<file path="src/rtl/seq_pattern_tx.sv">
// Serial pattern transmitter: sends a latched PAT_W-bit pattern MSB first,
// repeat_cnt+1 times, with GAP idle cycles between repetitions and a done pulse.
module seq_pattern_tx #(
    parameter int PAT_W = 5,
    parameter int GAP   = 1,
    parameter int CNT_W = 3
) (
    input  logic             clock,
    input  logic             reset,
    input  logic             start,
    input  logic [PAT_W-1:0] pattern,
    input  logic [CNT_W-1:0] repeat_cnt,
    input  logic             abort,
    output logic             ready,
    output logic             dataout,
    output logic             dout_valid,
    output logic             done
);

    localparam int IDX_W = (PAT_W > 1) ? $clog2(PAT_W) : 1;
    localparam int GAP_W = (GAP > 1) ? $clog2(GAP) : 1;
    localparam logic [IDX_W-1:0] IDX_MSB  = IDX_W'(PAT_W - 1);
    localparam logic [GAP_W-1:0] GAP_LAST = (GAP > 0) ? GAP_W'(GAP - 1) : {GAP_W{1'b0}};

    typedef enum logic [1:0] {
        S_IDLE   = 2'd0,
        S_SEND   = 2'd1,
        S_GAP    = 2'd2,
        S_FINISH = 2'd3
    } state_t;

    state_t           state_r;
    logic [PAT_W-1:0] pat_r;
    logic [CNT_W-1:0] rep_r;
    logic [IDX_W-1:0] idx_r;
    logic [GAP_W-1:0] gap_r;
    logic             ready_r;
    logic             dout_r;
    logic             valid_r;
    logic             done_r;

    logic [IDX_W-1:0] idx_dec_s;
    logic             last_bit_s;
    logic             reps_left_s;
    logic             gap_end_s;

    // idx_r names the bit currently on dataout; these flag where the sequence goes next
    always_comb begin
        idx_dec_s   = idx_r - IDX_W'(1);
        last_bit_s  = (idx_r == {IDX_W{1'b0}});
        reps_left_s = (rep_r != {CNT_W{1'b0}});
        gap_end_s   = (gap_r == {GAP_W{1'b0}});
    end

    // Transmit FSM with registered outputs; abort and reset both land in S_IDLE
    always_ff @(posedge clock or negedge reset) begin
        if (!reset) begin
            state_r <= S_IDLE;
            pat_r   <= {PAT_W{1'b0}};
            rep_r   <= {CNT_W{1'b0}};
            idx_r   <= {IDX_W{1'b0}};
            gap_r   <= {GAP_W{1'b0}};
            ready_r <= 1'b1;
            dout_r  <= 1'b0;
            valid_r <= 1'b0;
            done_r  <= 1'b0;
        end else begin
            case (state_r)
                S_IDLE: begin
                    done_r <= 1'b0;
                    if (start && !abort) begin
                        state_r <= S_SEND;
                        pat_r   <= pattern;
                        rep_r   <= repeat_cnt;
                        idx_r   <= IDX_MSB;
                        ready_r <= 1'b0;
                        dout_r  <= pattern[PAT_W-1];
                        valid_r <= 1'b1;
                    end else begin
                        ready_r <= 1'b1;
                        dout_r  <= 1'b0;
                        valid_r <= 1'b0;
                    end
                end
                S_SEND: begin
                    if (abort) begin
                        state_r <= S_IDLE;
                        rep_r   <= {CNT_W{1'b0}};
                        idx_r   <= {IDX_W{1'b0}};
                        gap_r   <= {GAP_W{1'b0}};
                        ready_r <= 1'b1;
                        dout_r  <= 1'b0;
                        valid_r <= 1'b0;
                        done_r  <= 1'b0;
                    end else if (!last_bit_s) begin
                        idx_r   <= idx_dec_s;
                        dout_r  <= pat_r[idx_dec_s];
                        valid_r <= 1'b1;
                    end else if (reps_left_s) begin
                        // Down-counter stops at zero, so a maximal repeat_cnt never wraps
                        rep_r <= rep_r - CNT_W'(1);
                        if (GAP == 0) begin
                            idx_r   <= IDX_MSB;
                            dout_r  <= pat_r[PAT_W-1];
                            valid_r <= 1'b1;
                        end else begin
                            state_r <= S_GAP;
                            gap_r   <= GAP_LAST;
                            dout_r  <= 1'b0;
                            valid_r <= 1'b0;
                        end
                    end else begin
                        state_r <= S_FINISH;
                        done_r  <= 1'b1;
                        dout_r  <= 1'b0;
                        valid_r <= 1'b0;
                    end
                end
                S_GAP: begin
                    if (abort) begin
                        state_r <= S_IDLE;
                        rep_r   <= {CNT_W{1'b0}};
                        idx_r   <= {IDX_W{1'b0}};
                        gap_r   <= {GAP_W{1'b0}};
                        ready_r <= 1'b1;
                        dout_r  <= 1'b0;
                        valid_r <= 1'b0;
                        done_r  <= 1'b0;
                    end else if (gap_end_s) begin
                        state_r <= S_SEND;
                        idx_r   <= IDX_MSB;
                        dout_r  <= pat_r[PAT_W-1];
                        valid_r <= 1'b1;
                    end else begin
                        gap_r   <= gap_r - GAP_W'(1);
                        dout_r  <= 1'b0;
                        valid_r <= 1'b0;
                    end
                end
                S_FINISH: begin
                    state_r <= S_IDLE;
                    rep_r   <= {CNT_W{1'b0}};
                    idx_r   <= {IDX_W{1'b0}};
                    gap_r   <= {GAP_W{1'b0}};
                    ready_r <= 1'b1;
                    dout_r  <= 1'b0;
                    valid_r <= 1'b0;
                    done_r  <= 1'b0;
                end
                default: begin
                    state_r <= S_IDLE;
                    rep_r   <= {CNT_W{1'b0}};
                    idx_r   <= {IDX_W{1'b0}};
                    gap_r   <= {GAP_W{1'b0}};
                    ready_r <= 1'b1;
                    dout_r  <= 1'b0;
                    valid_r <= 1'b0;
                    done_r  <= 1'b0;
                end
            endcase
        end
    end

    assign ready      = ready_r;
    assign dataout    = dout_r;
    assign dout_valid = valid_r;
    assign done       = done_r;

endmodule

</file>
<file path="config.mk">
export PLATFORM = sky130hd
export DESIGN_NAME = seq_pattern_tx
export DESIGN_NICKNAME = d
export VERILOG_FILES = /design/src/rtl/seq_pattern_tx.sv
export SDC_FILE = /design/constraint.sdc
export NUM_CORES = 1
export LEC_CHECK = 0
export CAP_MARGIN = 20
export CORE_ASPECT_RATIO = 0.8
export CORE_MARGIN = 5
export CORE_UTILIZATION = 44
export CTS_CLUSTER_SIZE = 28
export DETAILED_ROUTE_END_ITERATION = 8
export PLACE_DENSITY = 0.7
export RECOVER_POWER = 50
export SKIP_CTS_REPAIR_TIMING = 1
export SYNTH_ARGS = -nofsm -noshare
export SYNTH_HDL_FRONTEND = slang
export SYNTH_SLANG_ARGS = --single-unit
</file>
<file path="constraint.sdc">
create_clock -name clock -period 2.2 [get_ports clock]
set_clock_uncertainty 0.05 [all_clocks]
set_input_delay 0.33 -clock clock [delete_from_list [all_inputs] [get_ports clock]]
set_output_delay 0.33 -clock clock [all_outputs]
set_load 0.02 [all_outputs]
</file>
After elaboration in Yosys (flattened, before gate mapping)
Cells that the tools add are included.
{"block": "word_totals", "ff_bits": 18, "latch_bits": 0, "ram_bits": 0, "romBits": 0, "inputBits": 12, "out_inout_bits": 4, "elab_cells": 85, "n_memories": 0}
{"block": "op_classes", "add_sub_neg": 3, "n_mul": 0, "div_mod_pow": 0, "magnitude_cmp": 1, "eq_ne": 11, "n_shift": 0, "n_mux": 47, "bitwise": 0, "reduce_logical": 14}
{"cell": "$mux W3", "n": 10}
{"cell": "$pmux W3 S4", "n": 2}
{"cell": "$mux W1", "n": 23}
{"cell": "$ne A3 B3 Y1 const B", "n": 5}
{"cell": "$reduce_and A3 Y1", "n": 4}
{"cell": "$mux W2", "n": 5}
{"cell": "$pmux W1 S3", "n": 3}
{"cell": "$pmux W1 S4", "n": 2}
{"cell": "$pmux W2 S4", "n": 1}
{"cell": "$reduce_bool A3 Y1", "n": 2}
{"cell": "$sub A3 B1 Y3 const B", "n": 2}
{"cell": "$eq A2 B2 Y1 const B", "n": 2}
{"cell": "$lt A3 B4 Y1 const B", "n": 1}
{"cell": "$ne A2 B2 Y1 const B", "n": 2}
{"cell": "$reduce_and A4 Y1", "n": 1}
{"cell": "$reduce_or A2 Y1", "n": 2}
{"cell": "$bmux W1 S3", "n": 1}
{"cell": "$logic_not A3 Y1", "n": 1}
{"cell": "$eq A2 B1 Y1 const B", "n": 1}
{"cell": "$logic_not A2 Y1", "n": 1}
{"cell": "$ne A2 B1 Y1 const B", "n": 1}
{"cell": "$reduce_and A2 Y1", "n": 1}
{"cell": "$logic_and A1 B1 Y1", "n": 1}
{"cell": "$logic_not A1 Y1", "n": 1}
{"cell": "$sub A1 B1 Y1 const B", "n": 1}

Longest topological paths before layout
Gate-level depths: netlist (run 1).
{"block": "logic_depth", "ltp_word": 6, "mapped_depth": 7, "ltp_nobuf": 7}

Worst setup path before layout (run 1)
Ideal clock, no wire load.
{"block": "synth_timing", "path_type": "register to register", "startpoint": "register idx_r[0]", "endpoint": "register rep_r[1]", "setup_time_ps": 125, "arrival_time_ps": 1634, "t_required_ps": 2025, "path_slack_ps": 392, "stages_incl_launch_ff": 7, "path_buffers": 0, "synth_period_minus_slack_ps": 1808, "cell_sequence": "dfrtp_1 > inv_1 > ha_1 > ha_1 > a311o_1 > nand2_1 > mux2_2"}
{"block": "synth_between", "elab_chain_len": 3}
{"element": "from (decl)", "line_no": "35", "source": "logic [IDX_W-1:0] idx_r;"}
{"element": "from (signal assigned)", "line_no": "61", "source": "idx_r <= {IDX_W{1'b0}};"}
{"element": "from (signal assigned)", "line_no": "89", "source": "idx_r <= {IDX_W{1'b0}};"}
{"element": "from (signal assigned)", "line_no": "96", "source": "idx_r <= idx_dec_s;"}
{"element": "$logic_not A3 Y1", "line_no": "50", "source": "last_bit_s = (idx_r == {IDX_W{1'b0}});"}
{"element": "$ne A3 B3 Y1 (no line)"}
{"element": "$reduce_and A4 Y1 (no line)"}
{"element": "to (signal assigned)", "line_no": "60", "source": "rep_r <= {CNT_W{1'b0}};"}
{"element": "to (signal assigned)", "line_no": "74", "source": "rep_r <= repeat_cnt;"}
{"element": "to (signal assigned)", "line_no": "88", "source": "rep_r <= {CNT_W{1'b0}};"}
{"element": "to (decl)", "line_no": "34", "source": "logic [CNT_W-1:0] rep_r;"}
Every way passes these cells.
A chain may end at the register's enable or synchronous reset.

Worst setup path after layout (run 1)
Ends and elaborated chain as after synthesis.

==> results of run 1 <==
-- report_power, final --
group,internal (mW),leakage [nW],switching (mW),total (mW)
clock network,0.0693,0.0139,0.101,0.171
logic,0.444,0.301,0.484,0.928
registers,0.456,0.212,0.0826,0.538
total,0.969,0.527,0.668,1.64
-- worst max-delay path by stage --
stage	start	endpoint	slack (ns)
2_1_floorplan	idx_r[0]$_DFFE_PN0P_	rep_r[1]$_DFFE_PN0P_	0.39
3_3_place_gp	abort	idx_r[0]$_DFFE_PN0P_	0.23
3_5_place_dp	abort	idx_r[1]$_DFFE_PN0P_	0.20
4_1_cts	idx_r[0]$_DFFE_PN0P_	rep_r[1]$_DFFE_PN0P_	0.25
5_1_grt	idx_r[0]$_DFFE_PN0P_	dataout$_DFF_PN0_	0.11
6_report	idx_r[0]$_DFFE_PN0P_	rep_r[1]$_DFFE_PN0P_	0.25
-- flip-flops by register name (all words and copies together), names as in the netlist --
register    flops
pat_r           5
idx_r           3
rep_r           3
state_r         2
dataout         1
done            1
dout_valid      1
ready           1
-- area by class of cell --
class,count,area (µm²),share of cell area
Inverter,11,41.3,0.0346
Clock inverter,1,7.51,0.00628
Timing Repair Buffer,17,158,0.132
Multi-Input combinational cell,63,508,0.425
Tap cell,25,31.3,0.0262
Sequential cell,17,427,0.357
Clock buffer,3,22.5,0.0188
-- worst register-to-register path, cell delays in order, from the launching register on --
cell     delay [ns]
dfrtp_1        0.40
inv_1          0.08
ha_1           0.20
ha_1           0.27
a311o_1        0.34
nand2_1        0.16
mux2_2         0.35
-- metal layers --
metal / vias up / wire [µm] / share of wire / global-route usage
li1: 368 / - / - / -
met5: - / 0 / 0 / 0
met4: 0 / 21 / 0.011 / 0.0424
met3: 4 / 72 / 0.037 / 0.0558
met1: 370 / 934 / 0.49 / 0.158
met2: 10 / 897 / 0.47 / 0.217
-- cells by family after synthesis --
| family | after synthesis |
|---|---|
| AO/OA/AOI/OAI | 21 |
| adder cells (fa/ha/maj) | 9 |
| buffers and inverters | 12 |
| flip-flops | 17 |
| multiplexers | 11 |
| AND/OR/NAND/NOR | 22 |
-- placed cells by master, fill, tap and decap left out, types with 2 or more instances in the layout --
cell type	instances
a21oi_1	7
clkbuf_1	2
clkbuf_4	3
clkdlybuf4s50_1	13
dfrtp_1	16
dlygate4sd3_1	2
ha_1	9
inv_1	11
mux2_2	6
mux2i_1	4
nand2_1	7
nand2b_1	2
nand3_1	2
nand3b_1	2
nor2_1	3
-- metrics by stage --
| step | power, mW | cell area, µm² |
|---|---|---|
| 6_report | 1.64 | 1190 |
| 5_1_grt | 1.78 | 1190 |
| 4_1_cts | 1.66 | 1200 |
| 3_5_place_dp | 1.48 | 1170 |
| 3_3_place_gp | 1.45 | 1170 |
| 2_1_floorplan | 1.21 | 980 |
==> reports/qor.csv, run 1 <==
stage,metric,value,unit
status,outcome,"finished, final reports clean",
yosys,leading area contributor after synthesis,dfrtp_1,
floorplanning,Top-Level Pins,16,
cells_and_area,"Core Util, Final",0.558,
clocking,htree depth,1,
setup_path,critical path cell sequence,inv_1 -> ha_1 -> ha_1 -> a311o_1 -> nand2_1 -> mux2_2,
timing,fin crit period,1.95,ns
cells_and_area,Final #Nets,134,
floorplanning,Cell Rows,15,
timing,Slew Limit Fails,0,
setup_path,R2R cell count,6,
setup_path,Crit Path Category,register to register,
global_route,first-pass GRT wire length,3.31,mm
setup_path,worst reg-to-reg setup slack,0.25,ns
hold_path,worst hold path class,register to register,
setup_path,CP Launch Type,register,
cells_and_area,share of layout cells above drive strength 1,0.116,
yosys,Post-Synth XOR/XNOR Area,0,
global_route,initial antenna violation count,0,
detailed_routing,DR pass1 iterations,4,
floorplanning,Initial Util,0.458,
yosys,top_reg_cell synth,dfrtp_1,
yosys,"top cells by count, synth","16 x dfrtp_1, 11 x inv_1, 9 x ha_1",
timing,Worst Tran Pin Value,0.887,ns
floorplanning,die height,52.2,µm
global_route,vias in the first global route,766,
timing,Slew HR,0.409,
yosys,complex-gate fraction of the synthesized area,0.151,
timing,RSZ-0062 raised after global routing,no,
placed_design,DP Wirelength,1.52,mm
timing,final period utilization,0.886,
yosys,dominant cells by area after synthesis,"dfrtp_1 41%, ha_1 11%, mux2_2 6.9%",
placed_design,Setup Slack @ Placement,0.204,ns
timing,final setup fails,0,
floorplanning,die span in x,62.8,µm
yosys,Synth Area in Adders,0.115,
floorplanning,core area,0.00214,mm²
pwr,VDD IR max,0.000663,V
global_route,All-Layer GR Usage,0.132,
detailed_routing,Wirelength per Cell,14.1,µm
setup_path,critical path's largest stage delay,0.40,ns
setup_path,critical path peak fanout,8,
detailed_routing,DRT iter0 DRCs,20,
clocking,Root Buffer,clkbuf_4,
detailed_routing,DRC viols,0,
setup_path,CP max-delay cell,dfrtp_1,
detailed_routing,DRT Wirelength,1.93,mm
placed_design,gpl congestion,0.773,
yosys,Synthesized Nets,113,
clocking,worst skew pair latency,0.30,ns
clocking,# clock sinks,17,
clocking,TritonCTS clock tree,yes,
yosys,cell count after synthesis,92,
clocking,clk slew on worst S/H paths,0.11,ns
pwr,power density over the cells,1370,mW/mm²
yosys,synth warn,0,
setup_path,R2R Path Start,idx_r[0]$_DFFE_PN0P_,
floorplanning,DIE AREA,0.00328,mm²
hold_path,worst hold stages,1,
hold_path,Worst Hold End,pat_r[1]$_DFFE_PN0P_,
yosys,synth unique cells,34,
detailed_routing,Vias/cell,5.49,
yosys,multiplexer area fraction after synthesis,0.133,
yosys,largest family of logic cells by synthesized area,compound AO/OA/AOI/OAI gates,
yosys,Post-Synth Simple-Gate Area,0.120,
timing,final hold violations,0,
pwr,Leakage,0.527,nW
clocking,CTS Buffer Depth,2,
detailed_routing,Routed Antenna Nets,0,
cells_and_area,Syn-to-layout area delta,22.0,%
clocking,CTS buffer count,3,
yosys,Syn Area/Cell,10.6,µm²
setup_path,WP data arrival,2.10,ns
timing,setup ws final,0.250,ns
setup_path,CP top delay family,adder cells,
setup_path,Buffers & Inverters on Critical Path,1,
timing,final hold slack,0.461,ns
setup_path,reg2reg end,rep_r[1]$_DFFE_PN0P_,
yosys,Yosys reg bits,17,
setup_path,Critical Path RT,2.35,ns
yosys,Post-synth EDFFs,0,
setup_path,crit-path most repeated cell,ha_1,
setup_path,Worst path depth,6,
detailed_routing,via count,752,
timing,TNS Setup,0,ns
timing,Fmax,513,MHz
yosys,post-synth top area share,0.409,
cells_and_area,fillers,204,
cells_and_area,ANT cells,0,
placed_design,dpl cells,133,
yosys,sequential share of the synthesized area,0.436,
yosys,most frequent cell after synthesis,dfrtp_1,
placed_design,number of port buffers,15,
yosys,ys async rst share,1.00,
hold_path,HP Start,pat_r[1]$_DFFE_PN0P_,
cells_and_area,Final Non-Filler Cells,137,
global_route,total global routing overflow,0,
global_route,largest net degree at the start of global routing,18,
yosys,cell area after synthesis,980,µm²
run,max cap viols,0,
setup_path,Critical Path Sink Type,register,
(Power assumes the default switching activity.)
==> run 2, diff against run 1 <==
--- a/config.mk
+++ b/config.mk
@@ -11,6 +11,7 @@
 export CORE_UTILIZATION = 44
 export CTS_CLUSTER_SIZE = 28
 export DETAILED_ROUTE_END_ITERATION = 8
+export HOLD_SLACK_MARGIN = 0.05
 export PLACE_DENSITY = 0.7
 export RECOVER_POWER = 50
 export SKIP_CTS_REPAIR_TIMING = 1
==> results of run 2 <==
No change in the layout: final DEF, timing and power equal those of run 1.
